File: src/rtl/dsp_pkg.sv
// dsp_pkg: shared widths, OPMODE bit-field indices and X/Z select codes for the DSP post-adder
package dsp_pkg;
  localparam int P_W = 48;
  localparam int M_W = 36;
  localparam int OP_X_LSB = 0;
  localparam int OP_Z_LSB = 2;
  localparam int OP_CIN = 5;
  localparam int OP_SUB = 7;
  localparam logic [1:0] X_ZERO = 2'd0;
  localparam logic [1:0] X_M = 2'd1;
  localparam logic [1:0] X_P = 2'd2;
  localparam logic [1:0] X_DAB = 2'd3;
  localparam logic [1:0] Z_ZERO = 2'd0;
  localparam logic [1:0] Z_PCIN = 2'd1;
  localparam logic [1:0] Z_P = 2'd2;
  localparam logic [1:0] Z_C = 2'd3;
endpackage

File: src/rtl/dsp_xz_sel.sv
// dsp_xz_sel: combinational X/Z operand muxes
// Ports: x_sel/z_sel select codes; m, dab, c, pcin, p_fb operand sources; x, z selected operands
module dsp_xz_sel
  import dsp_pkg::*;
(
  input  logic [1:0]     x_sel,
  input  logic [1:0]     z_sel,
  input  logic [M_W-1:0] m,
  input  logic [P_W-1:0] dab,
  input  logic [P_W-1:0] c,
  input  logic [P_W-1:0] pcin,
  input  logic [P_W-1:0] p_fb,
  output logic [P_W-1:0] x,
  output logic [P_W-1:0] z
);
  always_comb begin
    x = x_sel == X_M ? {{(P_W-M_W){1'b0}}, m} : x_sel == X_P ? p_fb : x_sel == X_DAB ? dab : '0;
    z = z_sel == Z_PCIN ? pcin : z_sel == Z_P ? p_fb : z_sel == Z_C ? c : '0;
  end
endmodule

File: src/rtl/dsp_post_adder_acc.sv
// dsp_post_adder_acc: DSP post-adder/accumulator with P, carry-out, valid and sticky overflow
// Ports: clk, rst (sync active-high), ce_p, ce_carryin, in_valid, opmode[7:0], m[35:0], c/dab/pcin[47:0],
//   carryin, clr_ovf in; p/pcout[47:0], carryout, out_valid, ovf_sticky out
// Params: PREG, CARRYINREG, CARRYINSEL ("OPMODE5"/"CARRYIN"); define DSP_POST_SAT_EN for saturation
module dsp_post_adder_acc
  import dsp_pkg::*;
#(
  parameter int    PREG       = 1,
  parameter int    CARRYINREG = 1,
  parameter string CARRYINSEL = "OPMODE5"
) (
  input  logic           clk,
  input  logic           rst,
  input  logic           ce_p,
  input  logic           ce_carryin,
  input  logic           in_valid,
  input  logic [7:0]     opmode,
  input  logic [M_W-1:0] m,
  input  logic [P_W-1:0] c,
  input  logic [P_W-1:0] dab,
  input  logic [P_W-1:0] pcin,
  input  logic           carryin,
  input  logic           clr_ovf,
  output logic [P_W-1:0] p,
  output logic [P_W-1:0] pcout,
  output logic           carryout,
  output logic           out_valid,
  output logic           ovf_sticky
);
  localparam bit CIN_FROM_OP = (CARRYINSEL == "OPMODE5");
  logic [P_W-1:0] p_q, p_d, p_fb, x, z, p_next;
  logic [P_W:0] r;
  logic carry_q, carry_d, valid_q, valid_d, ovf_q, ovf_d, cin_q, cin_d, cin_src, cin, sub;
  logic unused;
  assign unused = ^{opmode[6], opmode[4]};
  // Without PREG there is no register to feed back, so P select reads as zero
  assign p_fb = PREG != 0 ? p_q : '0;
  dsp_xz_sel u_xz (
    .x_sel(opmode[OP_X_LSB+:2]),
    .z_sel(opmode[OP_Z_LSB+:2]),
    .m(m),
    .dab(dab),
    .c(c),
    .pcin(pcin),
    .p_fb(p_fb),
    .x(x),
    .z(z)
  );
  always_comb begin
    cin_src = CIN_FROM_OP ? opmode[OP_CIN] : carryin;
    cin = CARRYINREG != 0 ? cin_q : cin_src;
    sub = opmode[OP_SUB];
    // r[48] is carry on add and borrow on subtract
    r = sub ? {1'b0, z} - ({1'b0, x} + {{P_W{1'b0}}, cin})
            : {1'b0, z} + {1'b0, x} + {{P_W{1'b0}}, cin};
`ifdef DSP_POST_SAT_EN
    p_next = r[P_W] ? (sub ? '0 : '1) : r[P_W-1:0];
`else
    p_next = r[P_W-1:0];
`endif
    cin_d = ce_carryin ? cin_src : cin_q;
    p_d = ce_p ? p_next : p_q;
    carry_d = ce_p ? r[P_W] : carry_q;
    valid_d = ce_p ? in_valid : valid_q;
    // a new overflow beats a simultaneous clear
    ovf_d = !ce_p ? ovf_q : (in_valid & r[P_W]) ? 1'b1 : clr_ovf ? 1'b0 : ovf_q;
  end
  always_ff @(posedge clk) begin
    if (rst) begin
      p_q <= '0;
      carry_q <= 1'b0;
      valid_q <= 1'b0;
      ovf_q <= 1'b0;
      cin_q <= 1'b0;
    end else begin
      p_q <= p_d;
      carry_q <= carry_d;
      valid_q <= valid_d;
      ovf_q <= ovf_d;
      cin_q <= cin_d;
    end
  end
  assign p = PREG != 0 ? p_q : p_next;
  assign pcout = p;
  assign carryout = PREG != 0 ? carry_q : r[P_W];
  assign out_valid = PREG != 0 ? valid_q : in_valid;
  assign ovf_sticky = ovf_q;
endmodule

File: config.mk
export PLATFORM = sky130hd
export DESIGN_NAME = dsp_post_adder_acc
export DESIGN_NICKNAME = d
export VERILOG_FILES = /design/src/rtl/dsp_pkg.sv /design/src/rtl/dsp_xz_sel.sv /design/src/rtl/dsp_post_adder_acc.sv
export SDC_FILE = /design/constraint.sdc
export NUM_CORES = 1
export LEC_CHECK = 0
export CAP_MARGIN = 20
export CORE_MARGIN = 3
export CORE_UTILIZATION = 46
export CTS_CLUSTER_SIZE = 10
export DETAILED_ROUTE_END_ITERATION = 10
export PLACE_DENSITY = 0.8
export SKIP_CTS_REPAIR_TIMING = 1
export SYNTH_ARGS = -nofsm -noshare
export SYNTH_HDL_FRONTEND = slang
export SYNTH_SLANG_ARGS = --single-unit
File: constraint.sdc
create_clock -name clk -period 5.31 [get_ports clk]
set_input_delay 1.062 -clock clk [delete_from_list [all_inputs] [get_ports clk]]
set_output_delay 1.062 -clock clk [all_outputs]
set_load 0.005 [all_outputs]
==> impl_metrics.csv, run 1 <==
group,metric,value,unit
detailed_routing,totalWireLength,38.5,mm
clocking,root_buffer,"clkbuf_16",
synthesis,yosysTopAreaCell,"ha_1",
clocking,cts_max_path_buffers,2,
global_routing,grt_max_degree,73,
detailed_routing,antenna_left,0,
worst_setup_path,r2r_cells,18,
detailed_routing,drtIter0Drc,973,
sta,setup-violations-final,0,
power,vdd_drop_max,0.000151,V
clocking,cts_max_level,2,
worst_hold_path,hold_class,"reg2reg",
worst_hold_path,min_path_cells,2,
clocking,clock_sinks,52,
worst_setup_path,worst-endpoint-required,5570,ps
power,p_int,1.94,mW
synthesis,synth_edf_count,0,
final_layout,syn_to_final_growth,34.7,%
global_routing,grt_pass1_wl,61.8,mm
final_layout,drive_gt1_share,14.1,%
global_routing,globalRouteTotalUtil,29.1,%
worst_setup_path,rr_startpoint,"p[0]$_SDFFE_PP0P_",
sta,finalMaxSlewViolations,0,
worst_setup_path,cp.depth,20,
synthesis,ys_seq_area_share,9.63,%
floorplan,fp.dieW,159,µm
global_routing,antenna_found_initial,0,
synthesis,ys_warn_count,0,
floorplan,io_pins,294,
worst_setup_path,critical-path-top-delay-family,"compound AO/OA/AOI/OAI gates",
sta,slew_headroom,40.0,%
detailed_routing,firstDrtPassIters,6,
detailed_routing,vias,11900,
worst_hold_path,min-delay-start,"out_valid$_SDFFE_PP0P_",
worst_setup_path,crit_chain,"clkdlybuf4s50_1, mux2_2, a22o_1, xor2_1, ha_1, a21o_1, fa_1, a21oi_1, o21ai_0, a21oi_1, buf_4, a21oi_2, a31oi_1, buf_4, o21ai_1, and3_1, o21ai_1, a2111oi_1, buf_4, a31o_1",
worst_setup_path,path_buf_inv,4,
clocking,clkLatencyLatePin,320,ps
synthesis,async_flop_share,0,%
floorplan,design.die.area,25400,µm²
sta,final_min_period_over_clock_period,96.1,%
placed_design,port_buffers,290,
detailed_routing,viasPerCell,5.82,
worst_setup_path,critPathArrivalTime,5370,ps
worst_setup_path,crit_path_frequent_cell,"buf_4",
sta,hold_viol,0,
placed_design,gp_congestion,0.989,
synthesis,ys_types,71,
synthesis,yosys.cell_count.top_type,"ha_1",
final_layout,final_cells,2044,
power,power.total,3.56,mW
status,status,"finished clean",
global_routing,grt_pass1_vias,11700,
final_layout,nNetsFinal,2069,
synthesis,ys_top_cells_by_area,"ha_1 16%, dfxtp_1 9.6%, mux2_2 8.5%, a22o_1 6.9%, a21oi_1 5.6%",
worst_setup_path,slowest_delay,440,ps
worst_setup_path,r2r_slack,1190,ps
clocking,clkTransAtPathRegs,80,ps
synthesis,ys_ff_latch,52,
sta,tightestPinTransition,901,ps
sta,rsz0062_at_grt,"no",
worst_setup_path,path_max_fanout,5,
worst_setup_path,crit_path_end_kind,"flop",
final_layout,n_fill_cell,2104,
sta,fin_worst_skew,9.93,ps
worst_setup_path,path_class,"in2reg",
sta,fmax,196,MHz
worst_setup_path,cp-start-kind,"input port",
synthesis,ys.flop_type,"dfxtp_1",
power,leakage,6.49,nW
synthesis,synth_cells,1445,
synthesis,yosysTopAreaCellShare,16.3,%
synthesis,syn_nets,1783,
synthesis,synthTopCellsByCount,"141 x ha_1, 122 x a21oi_1, 122 x nor2_1, 119 x inv_1, 85 x a22o_1",
power,pwr-share-clk,10.0,%
placed_design,dpl.cell_count,2037,
worst_setup_path,critPathSlowestCell,"a2111oi_1",
floorplan,core_area,22800,µm²
power,power_frac_comb,75.2,%
clocking,cts_tree,"yes",
detailed_routing,wire_per_inst,18.9,µm
power,swShare,45.5,%
placed_design,dp_hpwl,30.6,mm
synthesis,synthesis.area,10800,µm²
run,drv_cap,0,
power,power_frac_seq,14.8,%
detailed_routing,drc_errors,0,
power,pwr_density_cell,245,nW/µm²
synthesis,syn-mean-instance-area,7.48,µm²
floorplan,die_h,159,µm
global_routing,grt_overflow_total,0,
sta,layout_min_cycle_time,5110,ps
clocking,cts_made_buffers,5,
floorplan,row_count,55,
power,p_sw,1.62,mW
worst_setup_path,reg2reg_to,"ovf_sticky$_SDFFE_PP0P_",
final_layout,antennaDiodeCount,0,
floorplan,initial_utilization,47.3,%
worst_hold_path,hold-path-endpoint,"out_valid$_SDFFE_PP0P_",
final cells by class:
cell class,count,area [µm²],area share (%)
multi-input combinational,1139,8650,59.4
timing repair buffer,414,3900,26.8
sequential,52,1040,7.15
inverter,119,447,3.07
tap,313,392,2.69
clock buffer,5,125,0.859
clock inverter,2,12.5,0.0859
placed cells by master, fill, tap and decap left out, types with 7 or more instances in the layout:
| master | synthesis | routed |
|---|---|---|
| clkdlybuf4s50_1 | 0 | 283 |
| ha_1 | 141 | 141 |
| nor2_1 | 122 | 122 |
| a21oi_1 | 122 | 121 |
| inv_1 | 119 | 119 |
| buf_4 | 49 | 116 |
| a22o_1 | 85 | 85 |
| mux2_2 | 82 | 82 |
| nand2_1 | 69 | 69 |
| a21o_1 | 58 | 58 |
| o21ai_0 | 54 | 54 |
| dfxtp_1 | 52 | 52 |
| xnor2_1 | 49 | 49 |
| mux2i_1 | 35 | 35 |
| xor2_1 | 33 | 33 |
| a211oi_1 | 30 | 30 |
| nand3_1 | 25 | 25 |
| nor2b_1 | 23 | 21 |
| nand4_1 | 20 | 20 |
| o21bai_1 | 20 | 20 |
| a31oi_1 | 17 | 17 |
| nor3_1 | 15 | 15 |
| and3_1 | 12 | 12 |
| o21ai_1 | 12 | 12 |
| a2111oi_0 | 10 | 9 |
| and2_1 | 8 | 8 |
| o21a_1 | 8 | 8 |
| a31o_2 | 8 | 8 |
| buf_12 | 0 | 8 |
| buf_2 | 2 | 7 |
kinds of logic (layout without fill, tap and decap cells):
logic type | count (synthesis) | in the layout | share of synthesized area (%)
buffers and inverters | 254 | 540 | 10.5
DFF | 52 | 52 | 9.63
AOI/OAI and AO/OA | 480 | 480 | 31.0
xor gates and xnor gates | 82 | 82 | 6.64
adders and majority gates | 143 | 143 | 16.7
and+or+nand+nor | 316 | 316 | 13.6
muxes | 118 | 118 | 11.9
layer usage:
layer,part of all wire [%],GRT usage (%),vias to the layer above
met4,2.0,6.92,0
met1,43,38.0,5641
met5,0,0,-
li1,-,-,5753
met2,48,50.5,467
met3,7.1,4.60,42
sequential cells by signal (all words and copies together), names as in the netlist:
name	flops
carryout	1
out_valid	1
cin	1
ovf_sticky	1
p	48
metrics by stage:
step,setup TNS (ps),instance area [µm²],setup slack [ps],utilization (%),hold WS (ps)
4_1_cts,0,14600,69.3,63.7,511
3_5_place_dp,-389,14400,-197,63.1,491
5_1_grt,0,14600,44.9,63.8,558
6_report,0,14600,205,63.8,501
2_1_floorplan,0,10800,69.9,-,485
3_3_place_gp,-37.8,14400,-33.1,63.1,476
power by group through the flow:
stage                     Clock, mW  Sequential [mW]  Combinational [mW]
after floorplan                   0            0.519                1.66
after global placement            0            0.533                2.60
after detailed placement          0            0.536                2.63
after CTS                     0.366            0.528                2.65
after global routing          0.377            0.540                2.92
final                         0.355            0.528                2.68
worst reg2reg max path, delay by kind of cell, from the launching register on:
family / cells / cell delay, ps
AO/OA/AOI/OAI: 11 / 2270
buffers and inverters: 3 / 560
adder cells (fa/ha/maj): 2 / 420
flip-flops: 1 / 410
AND/OR/NAND/NOR: 1 / 220
XOR/XNOR: 1 / 180
worst max path at each step:
stage          startpoint                 endpoint  slack [ps]
4_1_cts              m[0]  ovf_sticky$_SDFFE_PP0P_          70
5_1_grt              m[0]  ovf_sticky$_SDFFE_PP0P_          40
3_3_place_gp       dab[0]  ovf_sticky$_SDFFE_PP0P_         -30
6_report           dab[0]  ovf_sticky$_SDFFE_PP0P_         200
2_1_floorplan   opmode[3]       p[45]$_SDFFE_PP0P_          70
3_5_place_dp         m[0]  ovf_sticky$_SDFFE_PP0P_        -200
(Power assumes the default switching activity.)
==> run 2: changes to the inputs <==
- CORE_UTILIZATION: 46 -> 40
- PLACE_DENSITY: 0.8 -> 0.71
- RECOVER_POWER: default -> 100
==> impl_metrics.csv, run 2 (synthesized netlist as in run 1, its figures left out) <==
group,metric,value,unit
status,status,"finished with violations",
final_layout,final_area,14400,µm²
worst_setup_path,worst-endpoint-required,5560,ps
floorplan,core_area,26300,µm²
detailed_routing,firstDrtPassIters,5,
global_routing,grt_overflow_total,0,
sta,setup_slack,186,ps
sta,final_min_period_over_clock_period,96.5,%
final_layout,final_common_cell,"clkdlybuf4s50_1",
sta,fin_worst_skew,14.0,ps
sta,slew_headroom,-23.8,%
worst_setup_path,path_class,"in2reg",
run,drv_cap,1,
global_routing,grt_pass1_wl,59.6,mm
worst_setup_path,path_buf_inv,2,
detailed_routing,vias,11700,
worst_hold_path,hold-path-endpoint,"out_valid$_SDFFE_PP0P_",
sta,fmax,195,MHz
placed_design,port_buffers,290,
power,power_frac_seq,15.2,%
detailed_routing,drc_errors,0,
sta,layout_min_cycle_time,5120,ps
detailed_routing,drtIter0Drc,907,
global_routing,antenna_found_initial,1,
power,leakage,6.56,nW
placed_design,gp_congestion,0.963,
power,power_frac_comb,73.7,%
detailed_routing,wire_per_inst,18.7,µm
clocking,clock_sinks,52,
final_layout,syn_to_final_growth,32.8,%
worst_setup_path,crit_path_frequent_cell,"ha_1",
floorplan,die_h,170,µm
floorplan,initial_utilization,41.1,%
sta,rsz0062_at_grt,"no",
worst_setup_path,path_max_fanout,3,
worst_setup_path,crit_chain,"clkdlybuf4s50_1, mux2_2, a22o_1, xor2_1, ha_1, or2_2, ha_1, nand2_1, o211ai_2, nand3_2, a31oi_1, a311oi_1, buf_4, o31a_1, o31ai_4, a31oi_2, mux2_1, a221oi_2",
sta,finalMaxSlewViolations,33,
final_layout,nNetsFinal,2045,
power,p_sw,1.62,mW
final_layout,antennaDiodeCount,0,
detailed_routing,antenna_left,0,
worst_hold_path,min_path_cells,2,
worst_setup_path,critical-path-top-delay-family,"compound AO/OA/AOI/OAI gates",
final_layout,final_cell_mix,"184 x clkdlybuf4s50_1, 141 x ha_1, 122 x nor2_1, 121 x a21oi_1, 119 x inv_1",
detailed_routing,viasPerCell,5.70,
placed_design,place_area,14200,µm²
clocking,cts_made_buffers,5,
sta,hold_viol,0,
clocking,root_buffer,"clkbuf_16",
global_routing,grt_pass1_vias,11400,
placed_design,dp_hpwl,30.7,mm
final_layout,largest_register_ffs,48,
placed_design,place_ws,-222,ps
floorplan,row_count,59,
power,pwr-share-clk,11.0,%
power,vdd_drop_max,0.000166,V
clocking,clkTransAtPathRegs,90,ps
power,swShare,46.9,%
worst_setup_path,crit_path_end_kind,"flop",
sta,setup-violations-final,0,
worst_setup_path,critPathSlowestCell,"clkdlybuf4s50_1",
power,pwr_density_cell,241,nW/µm²
worst_setup_path,cp-start-kind,"input port",
floorplan,fp.dieW,170,µm
worst_setup_path,cp.depth,18,
detailed_routing,totalWireLength,38.3,mm
sta,tightestPinTransition,1860,ps
power,p_int,1.84,mW
clocking,cts_tree,"yes",
worst_hold_path,min-delay-start,"out_valid$_SDFFE_PP0P_",
global_routing,globalRouteTotalUtil,25.2,%
floorplan,io_pins,294,
final_layout,drive_gt1_share,12.4,%
global_routing,grt_max_degree,73,
worst_setup_path,r2r_slack,1190,ps
worst_setup_path,r2r_cells,16,
worst_setup_path,critPathArrivalTime,5370,ps
clocking,clkLatencyLatePin,330,ps
worst_setup_path,rr_startpoint,"p[0]$_SDFFE_PP0P_",
worst_setup_path,slowest_delay,400,ps
floorplan,design.die.area,29000,µm²
worst_hold_path,hold_class,"reg2reg",
clocking,cts_max_path_buffers,2,
worst_setup_path,reg2reg_to,"p[45]$_SDFFE_PP0P_",
status,violations,"max-capacitance violations, max-slew violations",
clocking,cts_max_level,2,
==> run 2: cell types whose count changed in the layout (fill, tap and decap cells not counted), sizes merged <==
cell / change
clkinv: -1
inv: +2
clkdlybuf4s50: -99
clkbuf: +12
buf: -36
dlygate4sd3: +99
==> run 2: worst min-delay path, delay by kind of cell, from the launching register on <==
kind	cells	cell delay, ps
flops	1	330
mux	1	70
simple gates	1	80
==> run 2: final cells by class <==
cell class | count | area (µm²)
Multi-Input combinational cell | 1139 | 8640
Sequential cell | 52 | 1040
Tap cell | 335 | 419
Clock buffer | 5 | 125
Inverter | 119 | 447
Fill cell | 2581 | 11900
Timing Repair Buffer | 390 | 3660
Clock inverter | 3 | 25.0
==> run 2: how the worst max path moves through the flow <==
stage	from	endpoint	slack [ps]
4_1_cts	m[0]	ovf_sticky$_SDFFE_PP0P_	90
3_3_place_gp	m[0]	ovf_sticky$_SDFFE_PP0P_	-190
3_5_place_dp	m[0]	ovf_sticky$_SDFFE_PP0P_	-220
6_report	m[0]	p[45]$_SDFFE_PP0P_	190
2_1_floorplan	opmode[3]	p[45]$_SDFFE_PP0P_	70
5_1_grt	m[0]	p[38]$_SDFFE_PP0P_	20
==> run 2: power groups by stage <==
stage | clock, mW | combinational (mW) | sequential, mW
final | 0.383 | 2.55 | 0.528
after global routing | 0.394 | 2.80 | 0.540
after CTS | 0.387 | 2.59 | 0.532
after detailed placement | 0 | 2.57 | 0.541
after global placement | 0 | 2.54 | 0.538
after floorplan | 0 | 1.66 | 0.519
==> run 2: layer usage <==
metal	part of all wire (%)	GRT usage (%)	up-vias
li1	-	-	5696
met1	44	33.7	5528
met2	48	43.9	385
met3	6.2	2.74	42
met4	1.7	5.19	2
met5	0.034	0	-
==> run 2: metrics by stage <==
step / power (mW) / hold WS (ps) / TNS, ps / cells / utilization (%)
finish: 3.46 / 504 / 0 / 2043 / 54.6
global route: 3.73 / 557 / 0 / 2043 / 54.6
CTS: 3.51 / 513 / 0 / 2043 / 54.8
detailed placement: 3.11 / 490 / -488 / 2035 / 54.2
global placement: 3.08 / 480 / -341 / 2035 / 54.2
floorplan: 2.18 / 485 / 0 / 1445 / -
==> run 3: changes to the inputs <==
- CAP_MARGIN: 20 -> 30
- SETUP_SLACK_MARGIN: default -> 0.2
==> impl_metrics.csv, run 3 (synthesized netlist as in run 1, its figures left out) <==
group,metric,value,unit
clocking,cts_max_level,2,
worst_hold_path,hold_class,"reg2reg",
global_routing,globalRouteTotalUtil,25.6,%
detailed_routing,route.met3.wl,1.93,mm
power,power.total,3.59,mW
placed_design,place_area,14300,µm²
run,drv_cap,1,
sta,layout_min_cycle_time,5030,ps
worst_setup_path,path_class,"in2reg",
final_layout,nNetsFinal,2057,
floorplan,die_h,170,µm
clocking,clkTransAtPathRegs,80,ps
worst_setup_path,critPathSlowestCell,"clkdlybuf4s50_1",
final_layout,final_area,14500,µm²
worst_setup_path,crit_chain,"clkdlybuf4s50_1, mux2_2, a22o_1, xor2_1, ha_1, or2_2, inv_1, fa_1, nor2b_1, o21ai_1, a31o_2, a31o_2, a21oi_2, o2111ai_1, a21oi_1, and3b_1, a2111oi_0, buf_4, a31o_1",
placed_design,port_buffers,290,
floorplan,design.die.area,29000,µm²
clocking,clkLatencyLatePin,320,ps
detailed_routing,highest_layer,"met4",
placed_design,dpl.cell_count,2044,
worst_setup_path,crit_path_frequent_cell,"a31o_2",
clocking,cts_tree,"yes",
detailed_routing,wl_met2,18.4,mm
detailed_routing,wire_per_inst,18.9,µm
power,pwr_density_cell,247,nW/µm²
detailed_routing,met1_length,17.7,mm
placed_design,dp_hpwl,30.6,mm
clocking,cts_max_path_buffers,2,
power,leakage,6.64,nW
placed_design,gp_congestion,0.969,
final_layout,final_cells,2055,
floorplan,core_area,26300,µm²
sta,final_min_period_over_clock_period,94.8,%
sta,slew_headroom,-26.5,%
final_layout,n_fill_cell,2559,
worst_setup_path,worst-endpoint-required,5570,ps
global_routing,grt_pass1_vias,11400,
sta,rsz0062_at_grt,"yes",
worst_setup_path,rr_startpoint,"p[0]$_SDFFE_PP0P_",
detailed_routing,viasPerCell,5.69,
sta,setup_slack,277,ps
power,vdd_drop_max,0.000149,V
worst_hold_path,min-delay-start,"out_valid$_SDFFE_PP0P_",
clocking,clock_sinks,52,
placed_design,place_ws,-62.9,ps
worst_setup_path,crit_path_end_kind,"flop",
detailed_routing,drc_errors,0,
final_layout,final_cell_mix,"184 x clkdlybuf4s50_1, 141 x ha_1, 122 x nor2_1, 122 x a21oi_1, 119 x inv_1",
sta,holdWs,520,ps
sta,fmax,199,MHz
global_routing,grt_pass1_wl,60.5,mm
worst_setup_path,path_max_fanout,4,
worst_setup_path,path_buf_inv,3,
sta,setup-violations-final,0,
worst_setup_path,slowest_delay,400,ps
sta,finalSetupTns,0,ps
global_routing,grt_max_degree,73,
worst_setup_path,critPathArrivalTime,5300,ps
status,status,"finished with violations",
detailed_routing,firstDrtPassIters,5,
clocking,root_buffer,"clkbuf_16",
final_layout,final_common_cell,"clkdlybuf4s50_1",
floorplan,row_count,59,
detailed_routing,drtIter0Drc,908,
detailed_routing,antenna_left,0,
global_routing,antenna_found_initial,0,
floorplan,fp.dieW,170,µm
status,violations,"max-capacitance violations, max-slew violations",
sta,tightestPinTransition,1900,ps
worst_setup_path,critical-path-top-delay-family,"compound AO/OA/AOI/OAI gates",
final_layout,post-route-util,55.2,%
sta,finalMaxSlewViolations,36,
final_layout,drive_gt1_share,13.1,%
final_layout,antennaDiodeCount,0,
detailed_routing,vias,11700,
sta,fin_worst_skew,13.8,ps
detailed_routing,totalWireLength,38.8,mm
floorplan,io_pins,294,
floorplan,initial_utilization,41.1,%
final_layout,largest_register_ffs,48,
sta,hold_viol,0,
worst_setup_path,cp-start-kind,"input port",
global_routing,grt_overflow_total,0,
final_layout,syn_to_final_growth,34.1,%
worst_setup_path,critical_path.startpoint,"m[0]",
clocking,cts_made_buffers,5,
[run 3: cell count changes in the layout (fill, tap and decap cells not counted), moves of 2 or more]
cell | previous run | this run
buf_6 | 0 | 3
a31oi_4 | 0 | 2
clkbuf_2 | 2 | 0
clkbuf_8 | 0 | 2
inv_6 | 2 | 0
buf_4 | 83 | 97
[run 3: final cells by class]
class,count,area [µm²],share of cell area (%)
multi-input cells,1139,8660,59.7
clock buffers,7,153,1.05
flip-flops and latches,52,1040,7.18
repair buffers,402,3760,25.9
clock inverters,1,30.0,0.207
inverters,119,447,3.08
well taps,335,419,2.89
[run 3: final timing paths]
check / end / slack [ps] / cells after the start
hold / removal: out_valid$_SDFFE_PP0P_ / 520 / 2
setup / recovery: ovf_sticky$_SDFFE_PP0P_ / 280 / 19
hold reg to reg: out_valid$_SDFFE_PP0P_ / 520 / 2
setup reg to reg: p[34]$_SDFFE_PP0P_ / 1280 / 16
[run 3: routing by layer]
layer  GRT usage (%)  up-vias
met3            2.42       48
met1            34.7     5512
met5               0        -
met4            5.96        0
met2            44.0      392
li1                -     5731
[run 3: where the power goes]
group          internal [mW]  switching [mW]
Clock                  0.250           0.196
Sequential             0.447          0.0801
Combinational           1.26            1.36
[run 3: worst register-to-register path, delay by kind of cell, from the launching register on]
kind	cells	cell delay [ps]
compound gates	7	1960
fa+ha+maj	2	550
xor+xnor	2	460
flops	1	410
simple gates	2	290
buf+inv	2	180
mux	1	120
